==> src/rtl/i2c_master.sv <==
// I2C single-master controller: START, 7-bit address + R/W, N data bytes
// (write or read), ACK/NACK handling, STOP. Open-drain pad enables.
// Handshakes: wr_ready is high for exactly one clock, and wr_data is captured
// on the rising edge that ends that clock. rd_valid is high for exactly one
// clock, and rd_data is valid during that clock and held until the next byte.
// Neither handshake can be stalled.
module i2c_master #(
  parameter int DIV      = 250,
  parameter int NBYTES_W = 4
) (
  input  logic                clk,
  input  logic                rst,
  input  logic                start,
  input  logic [6:0]          addr,
  input  logic                rw,
  input  logic [NBYTES_W-1:0] nbytes,
  input  logic [7:0]          wr_data,
  output logic                wr_ready,
  output logic [7:0]          rd_data,
  output logic                rd_valid,
  output logic                busy,
  output logic                done,
  output logic                ack_err,
  output logic                scl_oe,
  output logic                sda_oe,
  input  logic                sda_in,
  output logic [3:0]          state_dbg
);

  localparam int DW = (DIV > 1) ? $clog2(DIV) : 1;

  typedef enum logic [3:0] {
    IDLE, START, ADDR, ADDR_ACK, WRITE, WRITE_ACK, READ, READ_ACK, STOP
  } state_t;

  state_t                state, state_next;
  logic [DW-1:0]         div_q;
  logic [1:0]            qtr;
  logic [1:0]            last_q;
  logic [2:0]            bitcnt;
  logic [7:0]            sh;
  logic [NBYTES_W-1:0]   cnt;
  logic                  rw_q;
  logic                  ack_bit;
  logic                  tick;
  logic                  cell_end;
  logic                  accept;
  logic                  load_wr;

  // A start arriving while busy, or on the cycle done pulses, is dropped.
  assign accept    = start && (state == IDLE) && !done;
  assign tick      = (state != IDLE) && (div_q == DW'(DIV - 1));
  assign cell_end  = tick && (qtr == 2'd3);
  assign busy      = (state != IDLE);
  assign wr_ready  = load_wr;
  assign state_dbg = state;

  // Last quarter index of the current step: START has 2, STOP 3, cells 4.
  always_comb begin
    last_q = 2'd3;
    if (state == START)     last_q = 2'd1;
    else if (state == STOP) last_q = 2'd2;
  end

  // State register.
  always_ff @(posedge clk) begin
    if (rst) state <= IDLE;
    else     state <= state_next;
  end

  // Next-state and pad-enable decode; SCL is pulled low in q0/q1 of every cell.
  always_comb begin
    state_next = state;
    load_wr    = 1'b0;
    scl_oe     = 1'b0;
    sda_oe     = 1'b0;
    case (state)
      IDLE: begin
        if (accept) state_next = START;
      end
      START: begin
        sda_oe = 1'b1;
        scl_oe = (qtr == 2'd1);
        if (tick && qtr == 2'd1) state_next = ADDR;
      end
      ADDR: begin
        scl_oe = ~qtr[1];
        sda_oe = ~sh[7];
        if (cell_end && bitcnt == 3'd7) state_next = ADDR_ACK;
      end
      ADDR_ACK: begin
        scl_oe = ~qtr[1];
        if (cell_end) begin
          if (ack_bit || cnt == '0) state_next = STOP;
          else if (!rw_q) begin
            state_next = WRITE;
            load_wr    = 1'b1;
          end else state_next = READ;
        end
      end
      WRITE: begin
        scl_oe = ~qtr[1];
        sda_oe = ~sh[7];
        if (cell_end && bitcnt == 3'd7) state_next = WRITE_ACK;
      end
      WRITE_ACK: begin
        scl_oe = ~qtr[1];
        if (cell_end) begin
          if (!ack_bit && cnt != NBYTES_W'(1)) begin
            state_next = WRITE;
            load_wr    = 1'b1;
          end else state_next = STOP;
        end
      end
      READ: begin
        scl_oe = ~qtr[1];
        if (cell_end && bitcnt == 3'd7) state_next = READ_ACK;
      end
      READ_ACK: begin
        scl_oe = ~qtr[1];
        sda_oe = (cnt != NBYTES_W'(1));
        if (cell_end) state_next = (cnt != NBYTES_W'(1)) ? READ : STOP;
      end
      STOP: begin
        scl_oe = (qtr == 2'd0);
        sda_oe = (qtr != 2'd2);
        if (tick && qtr == 2'd2) state_next = IDLE;
      end
      default: state_next = IDLE;
    endcase
  end

  // Quarter divider, bit/byte counters, shift register and status flags.
  always_ff @(posedge clk) begin
    if (rst) begin
      div_q    <= '0;
      qtr      <= 2'd0;
      bitcnt   <= 3'd0;
      sh       <= 8'h00;
      cnt      <= '0;
      rw_q     <= 1'b0;
      ack_bit  <= 1'b0;
      ack_err  <= 1'b0;
      rd_data  <= 8'h00;
      rd_valid <= 1'b0;
      done     <= 1'b0;
    end else begin
      rd_valid <= 1'b0;
      done     <= 1'b0;
      if (state == IDLE || tick) div_q <= '0;
      else                       div_q <= div_q + DW'(1);
      if (accept) begin
        sh      <= {addr, rw};
        rw_q    <= rw;
        cnt     <= nbytes;
        ack_err <= 1'b0;
        qtr     <= 2'd0;
        bitcnt  <= 3'd0;
      end
      if (tick) begin
        qtr <= (qtr == last_q) ? 2'd0 : qtr + 2'd1;
        // Slave data and ACK bits are sampled at the end of q2 (SCL high).
        if (qtr == 2'd2) begin
          ack_bit <= sda_in;
          if (state == READ) sh <= {sh[6:0], sda_in};
        end
        if (qtr == 2'd3) begin
          if (state == ADDR || state == WRITE || state == READ)
            bitcnt <= bitcnt + 3'd1;
          if (state == ADDR || state == WRITE) sh <= {sh[6:0], 1'b0};
          if (state == READ && bitcnt == 3'd7) begin
            rd_data  <= sh;
            rd_valid <= 1'b1;
          end
          if ((state == ADDR_ACK || state == WRITE_ACK) && ack_bit) ack_err <= 1'b1;
          if (state == WRITE_ACK || state == READ_ACK) cnt <= cnt - NBYTES_W'(1);
        end
        if (state == STOP && qtr == 2'd2) done <= 1'b1;
      end
      // Loading the next write byte overrides the address/data shift.
      if (load_wr) sh <= wr_data;
    end
  end

endmodule

==> config.mk <==
export PLATFORM = sky130hd
export DESIGN_NAME = i2c_master
export DESIGN_NICKNAME = d
export VERILOG_FILES = /design/src/rtl/i2c_master.sv
export SDC_FILE = /design/constraint.sdc
export NUM_CORES = 1
export LEC_CHECK = 0
export ABC_AREA = 1
export BUFFER_PORTS_ARGS = -buffer_cell sky130_fd_sc_hd__buf_2
export CORE_ASPECT_RATIO = 1.2
export CORE_MARGIN = 8
export CORE_UTILIZATION = 55
export CTS_CLUSTER_DIAMETER = 120
export DETAILED_ROUTE_END_ITERATION = 8
export PLACE_DENSITY = 0.81
export SETUP_SLACK_MARGIN = 0.5
export SLEW_MARGIN = 20
export SYNTH_ARGS = -nofsm -noshare
export SYNTH_HDL_FRONTEND = slang
export SYNTH_SLANG_ARGS = --single-unit
==> constraint.sdc <==
create_clock -name clk -period 3.21 [get_ports clk]
set_input_delay 0.1605 -clock clk [delete_from_list [all_inputs] [get_ports clk]]
set_output_delay 0.1605 -clock clk [all_outputs]
set_load 0.01 [all_outputs]
==> flow_summary.ini, run 1 <==
[cts]
clkTransAtPathRegs_ns = 0.09
cts_num_sinks = 42
cts_buffers = 5
h-tree-depth = 2
cts_setup_buffers = 0
cts_tree = built
holdBufCountCts = 0
clock_latency_ns = 0.30
post_cts_resized = 0
clock_path_buffers = 2
root_buffer = clkbuf_8

[placement]
portBuffers = 42
hpwl_mm = 4.27
gp_congestion = 0.888

[die]
die_y_um = 89.1
placementRows = 26
io_pins = 43
dieArea_um2 = 6850
die_w_um = 76.9
core-area_um2 = 4260
start_util = 0.575

[drt]
wl_mm = 5.62
drt-initial-drc-count = 124
vias_per_cell = 5.33
firstDrtPassIters = 4
num_vias = 2346
antenna_left = 0
drc = 0
wl_per_cell_um = 12.8

[global_route]
antenna_found_initial = 0
track_usage = 0.173
grt_max_degree = 26
grt_pass1_wl_mm = 9.94
grt_pass1_vias = 2350
grt_overflow_total = 0

[cells_and_area]
regArea_um2 = 841
nFillCells = 404
diodes = 0
nNetsFinal = 418
syn_to_final_growth_pct = 13.9
multiInputGateArea_um2 = 1380
drive_gt1_frac = 0.211

[worst_setup_path]
required_ns = 3.05
worst-path-max-fanout = 9
end_kind = output port
startpoint_type = register
path_class = register to output port
critPathArrivalTime_ns = 1.86

[sta]
finalCriticalPeriod_ns = 2.02
setup_viol = 0
slew_violations = 0
worst_pin_slew_ns = 0.775
max_freq_mhz = 494
finalHoldViolations = 0
rsz0062_at_grt = no
maxSlewHeadroom = 0.483
final.setup_skew_ns = 0.00363
fin_crit_sh = 0.630
setup_tns_ns = 0

[pwr]
p_seq_frac = 0.354
power_density_nw_per_um2 = 649
switching_share = 0.404
pwr-share-comb = 0.410
internal_power_uw = 1080
p_sw_uw = 731
power_frac_clock = 0.236
vdd_drop_max_v = 0.000375
finalPower_uw = 1810
leakage_uw = 0.00141

[synthesis]
async_reset_ff_frac = 0
synth_nets = 376
synthCells = 341
synth_seq_area_share = 0.343
yosys_warnings = 0
avgSynthCellArea_um2 = 7.18
synth_edf_count = 0
ys_ff_latch = 42
yosysUniqueCellTypes = 37
yosys.area.top_type_share = 0.343
synth_flop_cell = dfxtp_1
post_synth_main_area_contributors = dfxtp_1, nand2_1, a21oi_1
synth_area_um2 = 2450
synth_top_area_cell = dfxtp_1

[status]
outcome = finished, final reports clean

[min_path]
hold_class = input port to register

[flow_run]
cap_violations = 0
==> worst paths after layout <==
path	start	endpoint	slack, ns	cells past startpoint
worst max-delay path	div_q[0]$_SDFF_PP0_	wr_ready	1.19	8
worst min-delay path	wr_data[0]	sh[0]$_SDFF_PP0_	0.11	3
worst max register to register	state_dbg[0]$_SDFFE_PP0P_	state_dbg[3]$_SDFFE_PP0P_	1.51	10
worst min register to register	div_q[0]$_SDFF_PP0_	div_q[0]$_SDFF_PP0_	0.47	1
==> per-stage QoR <==
stage / cell area (um^2) / cells / util / worst slack (ns) / hold slack, ns
3_3_place_gp: 2680 / 432 / 0.629 / 1.54 / 0.412
4_1_cts: 2790 / 440 / 0.655 / 1.18 / 0.101
2_1_floorplan: 2450 / 341 / - / 1.72 / 0.307
3_5_place_dp: 2680 / 432 / 0.629 / 1.51 / 0.412
5_1_grt: 2790 / 440 / 0.655 / 1.04 / 0.114
6_report: 2790 / 440 / 0.655 / 1.19 / 0.111
==> state kept, by name (all words and copies together) (netlist names) <==
| name | cells |
|---|---|
| rw_q | 1 |
| cnt | 4 |
| done | 1 |
| sh | 8 |
| bitcnt | 3 |
| state_dbg | 4 |
| rd_valid | 1 |
| ack_err | 1 |
| qtr | 2 |
| div_q | 8 |
| ack_bit | 1 |
| rd_data | 8 |
==> worst max-delay path: stages, from the launching register on <==
cell	delay (ns)
dfxtp_1	0.38
ha_1	0.16
nand2_1	0.08
nor2_4	0.14
nand4_4	0.15
a21oi_4	0.28
nand2_4	0.15
inv_2	0.09
buf_2	0.13
==> synthesized netlist by cell type (2+ instances only) <==
master,count
nand2_1,73
dfxtp_1,42
inv_1,40
a21oi_1,31
nor2_1,27
o21ai_0,19
nand3_1,18
o21ai_1,16
ha_1,11
nand3b_1,7
inv_2,5
nand4_1,5
nor2_4,5
nor3_1,5
nand2_2,4
nand2_4,4
buf_6,3
nor2_2,3
clkbuf_1,2
o21ai_2,2
xnor2_1,2
xor2_1,2
==> cell type report <==
| class | instances | share of cell area |
|---|---|---|
| multi-input combinational | 246 | 0.495 |
| inverter | 46 | 0.0628 |
| tap | 56 | 0.0251 |
| clock inverter | 3 | 0.0157 |
| sequential | 42 | 0.301 |
| timing repair buffer | 42 | 0.0753 |
| clock buffer | 5 | 0.0247 |
==> metal layers <==
| metal | GRT usage | vias up | share of wire |
|---|---|---|---|
| met5 | 0 | - | 0 |
| met4 | 0.0613 | 0 | 0.015 |
| li1 | - | 1195 | - |
| met1 | 0.193 | 1087 | 0.45 |
| met2 | 0.315 | 54 | 0.48 |
| met3 | 0.0443 | 10 | 0.051 |
==> kinds of logic after synthesis <==
group                      synth area share
AOI/OAI and AO/OA                     0.170
xor gates and xnor gates             0.0143
adders and majority gates            0.0562
buffers and inverters                0.0924
DFF                                   0.343
and+or+nand+nor                       0.324
==> placed cells by master, fill, tap and decap left out, types with 2 or more instances in the layout <==
master	synthesis	layout
nand2_1	73	73
dfxtp_1	42	42
buf_2	1	42
inv_1	40	40
a21oi_1	31	31
nor2_1	27	27
o21ai_0	19	19
nand3_1	18	18
o21ai_1	16	16
ha_1	11	11
nand3b_1	7	7
inv_2	5	5
nor2_4	5	5
nand4_1	5	5
nor3_1	5	5
clkbuf_8	0	5
nand2_2	4	4
nand2_4	4	4
nor2_2	3	3
xor2_1	2	2
xnor2_1	2	2
o21ai_2	2	2
==> power groups by stage <==
stage	Combinational, uW	Sequential [uW]	Clock (uW)
floorplan	578	650	0
global placement	725	650	0
detailed placement	737	651	0
CTS	744	641	435
global route	856	649	458
finish	742	641	428
Note: power is estimated with default switching activity, not from simulation.
==> run 2: changes to the inputs <==
--- a/config.mk
+++ b/config.mk
@@ -5,14 +5,14 @@
 export SDC_FILE = /design/constraint.sdc
 export NUM_CORES = 1
 export LEC_CHECK = 0
-export ABC_AREA = 1
+export ABC_AREA = 0
 export BUFFER_PORTS_ARGS = -buffer_cell sky130_fd_sc_hd__buf_2
 export CORE_ASPECT_RATIO = 1.2
 export CORE_MARGIN = 8
-export CORE_UTILIZATION = 55
+export CORE_UTILIZATION = 50
 export CTS_CLUSTER_DIAMETER = 120
 export DETAILED_ROUTE_END_ITERATION = 8
-export PLACE_DENSITY = 0.81
+export PLACE_DENSITY = 0.78
 export SETUP_SLACK_MARGIN = 0.5
 export SLEW_MARGIN = 20
 export SYNTH_ARGS = -nofsm -noshare
==> constraint.sdc (replaced) <==
create_clock -name clk -period 1.6 [get_ports clk]
set_input_delay 0.08 -clock clk [delete_from_list [all_inputs] [get_ports clk]]
set_output_delay 0.08 -clock clk [all_outputs]
set_load 0.01 [all_outputs]
==> run 2 against run 1 <==
Net effect:
- the flow now finishes with violations (setup timing)
- synthesized area decreased by 3.0%
- power up 110%
- clock skew increased by 0.012 ns
- worst setup slack got worse by 1.8 ns
- sequential share of layout area down 9.6 points
- critical path type is now register to register
- largest cell class unchanged
==> flow_summary.ini, run 2 <==
[status]
outcome = finished, violations left
failed_checks = setup timing

[drt]
firstDrtPassIters = 5
antenna_left = 0
wl_per_cell_um = 26.5
wl_mm = 12.7
num_vias = 3173
drc = 0
drt-initial-drc-count = 398
vias_per_cell = 6.62

[global_route]
track_usage = 0.260
grt_pass1_vias = 2946
grt_overflow_total = 0
grt_max_degree = 22
grt-busiest-layer = met2
use_met3 = 0.0582
grt_pass1_wl_mm = 15.0
antenna_found_initial = 0
use_met1 = 0.275
grtUsageMet2 = 0.452

[placement]
hpwl_mm = 5.25
dpl_cell_area_um2 = 3190
gp_congestion = 0.932
portBuffers = 42

[cells_and_area]
final_core_util = 0.917
regArea_um2 = 863
stdcell_area_um2 = 4210
nFillCells = 159
reg_top3 = div_q x8, rd_data x8, sh x8
multiInputGateArea_um2 = 1850
syn_to_final_growth_pct = 77.2
diodes = 0
drive_gt1_frac = 0.601
final_cell_mix = buf_4, buf_2, buf_6
nNetsFinal = 455
layout_commonest_cell = buf_4

[sta]
slew_violations = 0
setup_tns_ns = -11.67
hold-worst-slack_ns = 0.0362
setup_viol = 38
maxSlewHeadroom = 0.606
worst_pin_slew_ns = 0.590
fin_crit_sh = 1.41
finalHoldViolations = 0
finalCriticalPeriod_ns = 2.25
final.setup_skew_ns = 0.0156
fin_ws_ns = -0.653
rsz0062_at_grt = yes
max_freq_mhz = 444

[cts]
cts_tree = built
clock_latency_ns = 0.31
root_buffer = clkbuf_8
cts_buffers = 5
h-tree-depth = 2
holdBufCountCts = 0
cts_num_sinks = 42
clkTransAtPathRegs_ns = 0.09
clock_path_buffers = 2

[worst_setup_path]
critPathMaxStageDelay_ns = 0.38
cp_num_buf_inv = 4
required_ns = 1.80
startpoint_type = register
path_delay_family = multiplexers
slowest_stage = dfxtp_2
cp_cell_sequence = buf_6 > buf_6 > ha_4 > buf_6 > mux2i_1 > mux2i_1 > nand3b_1 > buf_6 > mux2i_2 > o22ai_1
critical_path.most_common_cell = buf_6
worst-path-max-fanout = 7
path_class = register to register
end_kind = register
critPathArrivalTime_ns = 2.45

[synthesis]
synth_nets = 310
synth_area_um2 = 2380
yosysUniqueCellTypes = 53
synth_edf_count = 0
avgSynthCellArea_um2 = 8.64
yosys_warnings = 0
yosysMostFrequentCell = dfxtp_1
async_reset_ff_frac = 0
synth.top_cells.by_count = dfxtp_1, nor2_1, nand2_1, mux2i_1, nand3_1
ys_ff_latch = 42
post_synth_main_area_contributors = dfxtp_1, mux2i_1, ha_1
synth_flop_cell = dfxtp_1
yosys.area.top_type_share = 0.354
synth_seq_area_share = 0.354
synthCells = 275
synth_top_area_cell = dfxtp_1

[pwr]
internal_power_uw = 2430
leakage_uw = 0.00191
vdd_drop_max_v = 0.000561
p_seq_frac = 0.322
pwr-share-comb = 0.464
p_sw_uw = 1330
power_density_nw_per_um2 = 894
power_frac_clock = 0.214
switching_share = 0.354

[die]
core-area_um2 = 4590
start_util = 0.517
die_w_um = 78.9
die_y_um = 91.5
dieArea_um2 = 7230
io_pins = 43
placementRows = 27

[flow_run]
cap_violations = 0

[min_path]
hold_class = input port to register
-- run 2: cell types whose count changed in the layout (fill, tap and decap cells not counted), moves of 8 or more --
cell and delta:
a21oi_1 -25, nand3_1 -9, buf_6 +36, nor2_1 -8, o21ai_0 -16, mux2i_1 +17, dfxtp_1 -10, inv_1 -34
nand2_1 -54, buf_4 +74, o21ai_1 -13
-- run 2: worst paths after layout --
check | from | endpoint | slack [ns] | cells past startpoint
worst min register to register | rd_data[6]$_SDFFE_PP0P_ | rd_data[6]$_SDFFE_PP0P_ | 0.51 | 2
worst max register to register | qtr[1]$_SDFFE_PP0P_ | sh[4]$_SDFF_PP0_ | -0.65 | 10
worst min-delay path | wr_data[7] | sh[7]$_SDFF_PP0_ | 0.04 | 3
worst max-delay path | qtr[1]$_SDFFE_PP0P_ | sh[4]$_SDFF_PP0_ | -0.65 | 10
-- run 2: kinds of logic after synthesis --
family	synth area share
adders and majority gates	0.0579
xor gates and xnor gates	0.0258
muxes	0.113
DFF	0.354
and+or+nand+nor	0.252
buffers and inverters	0.0563
AOI/OAI and AO/OA	0.142
-- run 2: area by class of cell --
| cell class | count | share of cell area |
|---|---|---|
| multi-input combinational | 204 | 0.438 |
| timing repair buffer | 155 | 0.304 |
| sequential | 42 | 0.205 |
| clock buffer | 8 | 0.0241 |
| tap | 58 | 0.0172 |
| inverter | 12 | 0.0113 |
-- run 2: power groups by stage --
stage	Clock, uW	Combinational [uW]	Sequential, uW
floorplan	0	588	1190
global placement	0	916	1200
detailed placement	0	947	1210
CTS	794	1270	1190
global route	851	1800	1210
finish	807	1750	1210
-- run 2: metrics by stage --
stage	std cells	total power (uW)	setup WS, ns
after floorplan	275	1780	-0.381
after CTS	456	3250	-0.315
final	479	3760	-0.653
after detailed placement	425	2150	-0.306
after global routing	479	3860	-0.680
after global placement	425	2120	-0.271
-- run 2: tightest hold or removal path, cell delays in order --
cell and delay [ns]:
buf_2 0.10, nand2_1 0.05, o22ai_1 0.07
-- run 2: timing repair --
item / 4_1_cts / 5_1_grt
buffers inserted: 23 / 22
pin swaps: 29 / 44
endpoints found under the hold margin: 0 / 0
setup endpoints to repair: 50 / 50
gates resized for setup: 75 / 54
gates cloned: 0 / 1
-- run 2: metal layers --
metal | up-vias | part of all wire
met2 | 293 | 0.47
met1 | 1474 | 0.35
met3 | 126 | 0.10
li1 | 1280 | -
met4 | 0 | 0.086
met5 | - | 0
==> run 3: changes to the inputs <==
--- a/config.mk
+++ b/config.mk
@@ -12,6 +12,7 @@
 export CORE_UTILIZATION = 50
 export CTS_CLUSTER_DIAMETER = 120
 export DETAILED_ROUTE_END_ITERATION = 8
+export HOLD_SLACK_MARGIN = 0.03
 export PLACE_DENSITY = 0.78
 export SETUP_SLACK_MARGIN = 0.5
 export SLEW_MARGIN = 20
==> constraint.sdc (replaced) <==
create_clock -name clk -period 1.6 [get_ports clk]
set_input_delay 0.4 -clock clk [delete_from_list [all_inputs] [get_ports clk]]
set_output_delay 0.4 -clock clk [all_outputs]
set_load 0.01 [all_outputs]
==> run 3 against run 2 <==
Net effect:
- the flow still finishes with violations (setup timing)
- register-to-register slack barely moved
- global-route usage fell by 2.5 points
- non-clock buffer count is 3 higher
- final cell count up 0.63%
- sequential cell count is the same
- worst hold slack improved by 0.34 ns
- combinational power shrank 3%
- via count grew 0.91%
==> flow_summary.ini, run 3 (synthesized netlist as in run 2, its figures left out) <==
[drt]
wl_mm = 12.6
antenna_left = 0
drt-initial-drc-count = 386
num_vias = 3202
firstDrtPassIters = 5
wl_per_cell_um = 26.2
drc = 0
vias_per_cell = 6.64

[global_route]
grt_max_degree = 22
grt_pass1_vias = 2830
track_usage = 0.235
grt_pass1_wl_mm = 13.7
grt_overflow_total = 0
antenna_found_initial = 0

[placement]
gp_congestion = 0.881
place_ws_ns = -0.374
hpwl_mm = 5.17
portBuffers = 42

[pwr]
vdd_drop_max_v = 0.000755
power_density_nw_per_um2 = 856
leakage_uw = 0.00189

[worst_setup_path]
cp_cell_sequence = inv_2 > ha_2 > or3b_4 > nand4_1 > a211o_1 > inv_1 > buf_2
cp_num_buf_inv = 3
required_ns = 1.20
slowest_stage = a211o_1
end_kind = output port
path_class = register to output port
critPathMaxStageDelay_ns = 0.37
critPathArrivalTime_ns = 1.92
startpoint_type = register
worst-path-max-fanout = 3
path_delay_family = simple AND/OR/NAND/NOR gates

[sta]
maxSlewHeadroom = 0.697
finalCriticalPeriod_ns = 2.32
slew_violations = 0
hold-worst-slack_ns = 0.376
worst_pin_slew_ns = 0.453
final.setup_skew_ns = 0.0118
fin_ws_ns = -0.718
finalHoldViolations = 0
setup_viol = 47
max_freq_mhz = 431
rsz0062_at_grt = yes
fin_crit_sh = 1.45
setup_tns_ns = -17.08

[cells_and_area]
final_cell_mix = buf_4, buf_6, buf_2
layout_commonest_cell = buf_4
reg_top3 = div_q x8, rd_data x8, sh x8
nNetsFinal = 458
diodes = 0
drive_gt1_frac = 0.625
syn_to_final_growth_pct = 79.7

[status]
failed_checks = setup timing
outcome = finished, violations left

[flow_run]
cap_violations = 0

[die]
io_pins = 43
die_y_um = 91.5
start_util = 0.517
core-area_um2 = 4590
dieArea_um2 = 7230
placementRows = 27
die_w_um = 78.9

[cts]
holdBufCountCts = 0
cts_buffers = 5
clkTransAtPathRegs_ns = 0.09
clock_latency_ns = 0.31
root_buffer = clkbuf_8
h-tree-depth = 2
clock_path_buffers = 2
cts_num_sinks = 42
cts_tree = built

[min_path]
hold_class = input port to register
run 3: report_power, final:
part | switching, uW | internal [uW] | leakage [uW]
Sequential | 86.7 | 1110 | 0.000352
Combinational | 810 | 888 | 0.00149
Clock | 409 | 348 | 0.0000472
run 3: worst paths after layout:
path | start | endpoint | slack, ns | cells past startpoint
worst min register to register | bitcnt[2]$_SDFF_PP0_ | bitcnt[2]$_SDFF_PP0_ | 0.51 | 2
worst max-delay path | cnt[0]$_SDFF_PP0_ | wr_ready | -0.72 | 7
worst max register to register | state_dbg[3]$_SDFFE_PP0P_ | sh[1]$_SDFF_PP0_ | -0.64 | 9
worst min-delay path | wr_data[5] | sh[5]$_SDFF_PP0_ | 0.38 | 3
run 3: final cells by class:
| class | count | area (um^2) |
|---|---|---|
| Clock buffer | 6 | 82.6 |
| Clock inverter | 2 | 12.5 |
| Fill cell | 157 | 323 |
| Inverter | 12 | 47.5 |
| Multi-Input combinational cell | 204 | 1820 |
| Sequential cell | 42 | 878 |
| Tap cell | 58 | 72.6 |
| Timing Repair Buffer | 158 | 1360 |
run 3: layer usage:
metal / vias to the layer above / track usage / wire, um / share of wire
met4: 0 / 0.142 / 1150 / 0.091
met1: 1498 / 0.236 / 4400 / 0.35
met3: 119 / 0.0513 / 1090 / 0.086
met2: 298 / 0.428 / 6000 / 0.47
met5: - / 0 / 0 / 0
li1: 1287 / - / - / -
run 3: stage by stage:
stage,total power [uW],cells,cell area (um^2),util
after floorplan,1780,275,2510,-
after global placement,2160,428,3220,0.701
after detailed placement,2180,428,3220,0.701
after CTS,3150,453,3790,0.824
after global routing,3740,482,4270,0.930
final,3660,482,4270,0.930
run 3: tightest hold or removal path, stage by stage:
cell      delay [ns]
buf_2           0.10
nand2b_1        0.06
o22ai_1         0.07
run 3: what timing repair did:
action	4_1_cts	5_1_grt
resized for setup	88	57
buffers inserted	16	29
endpoints found under the setup margin	61	61
cloned	1	0
pin swaps	22	27
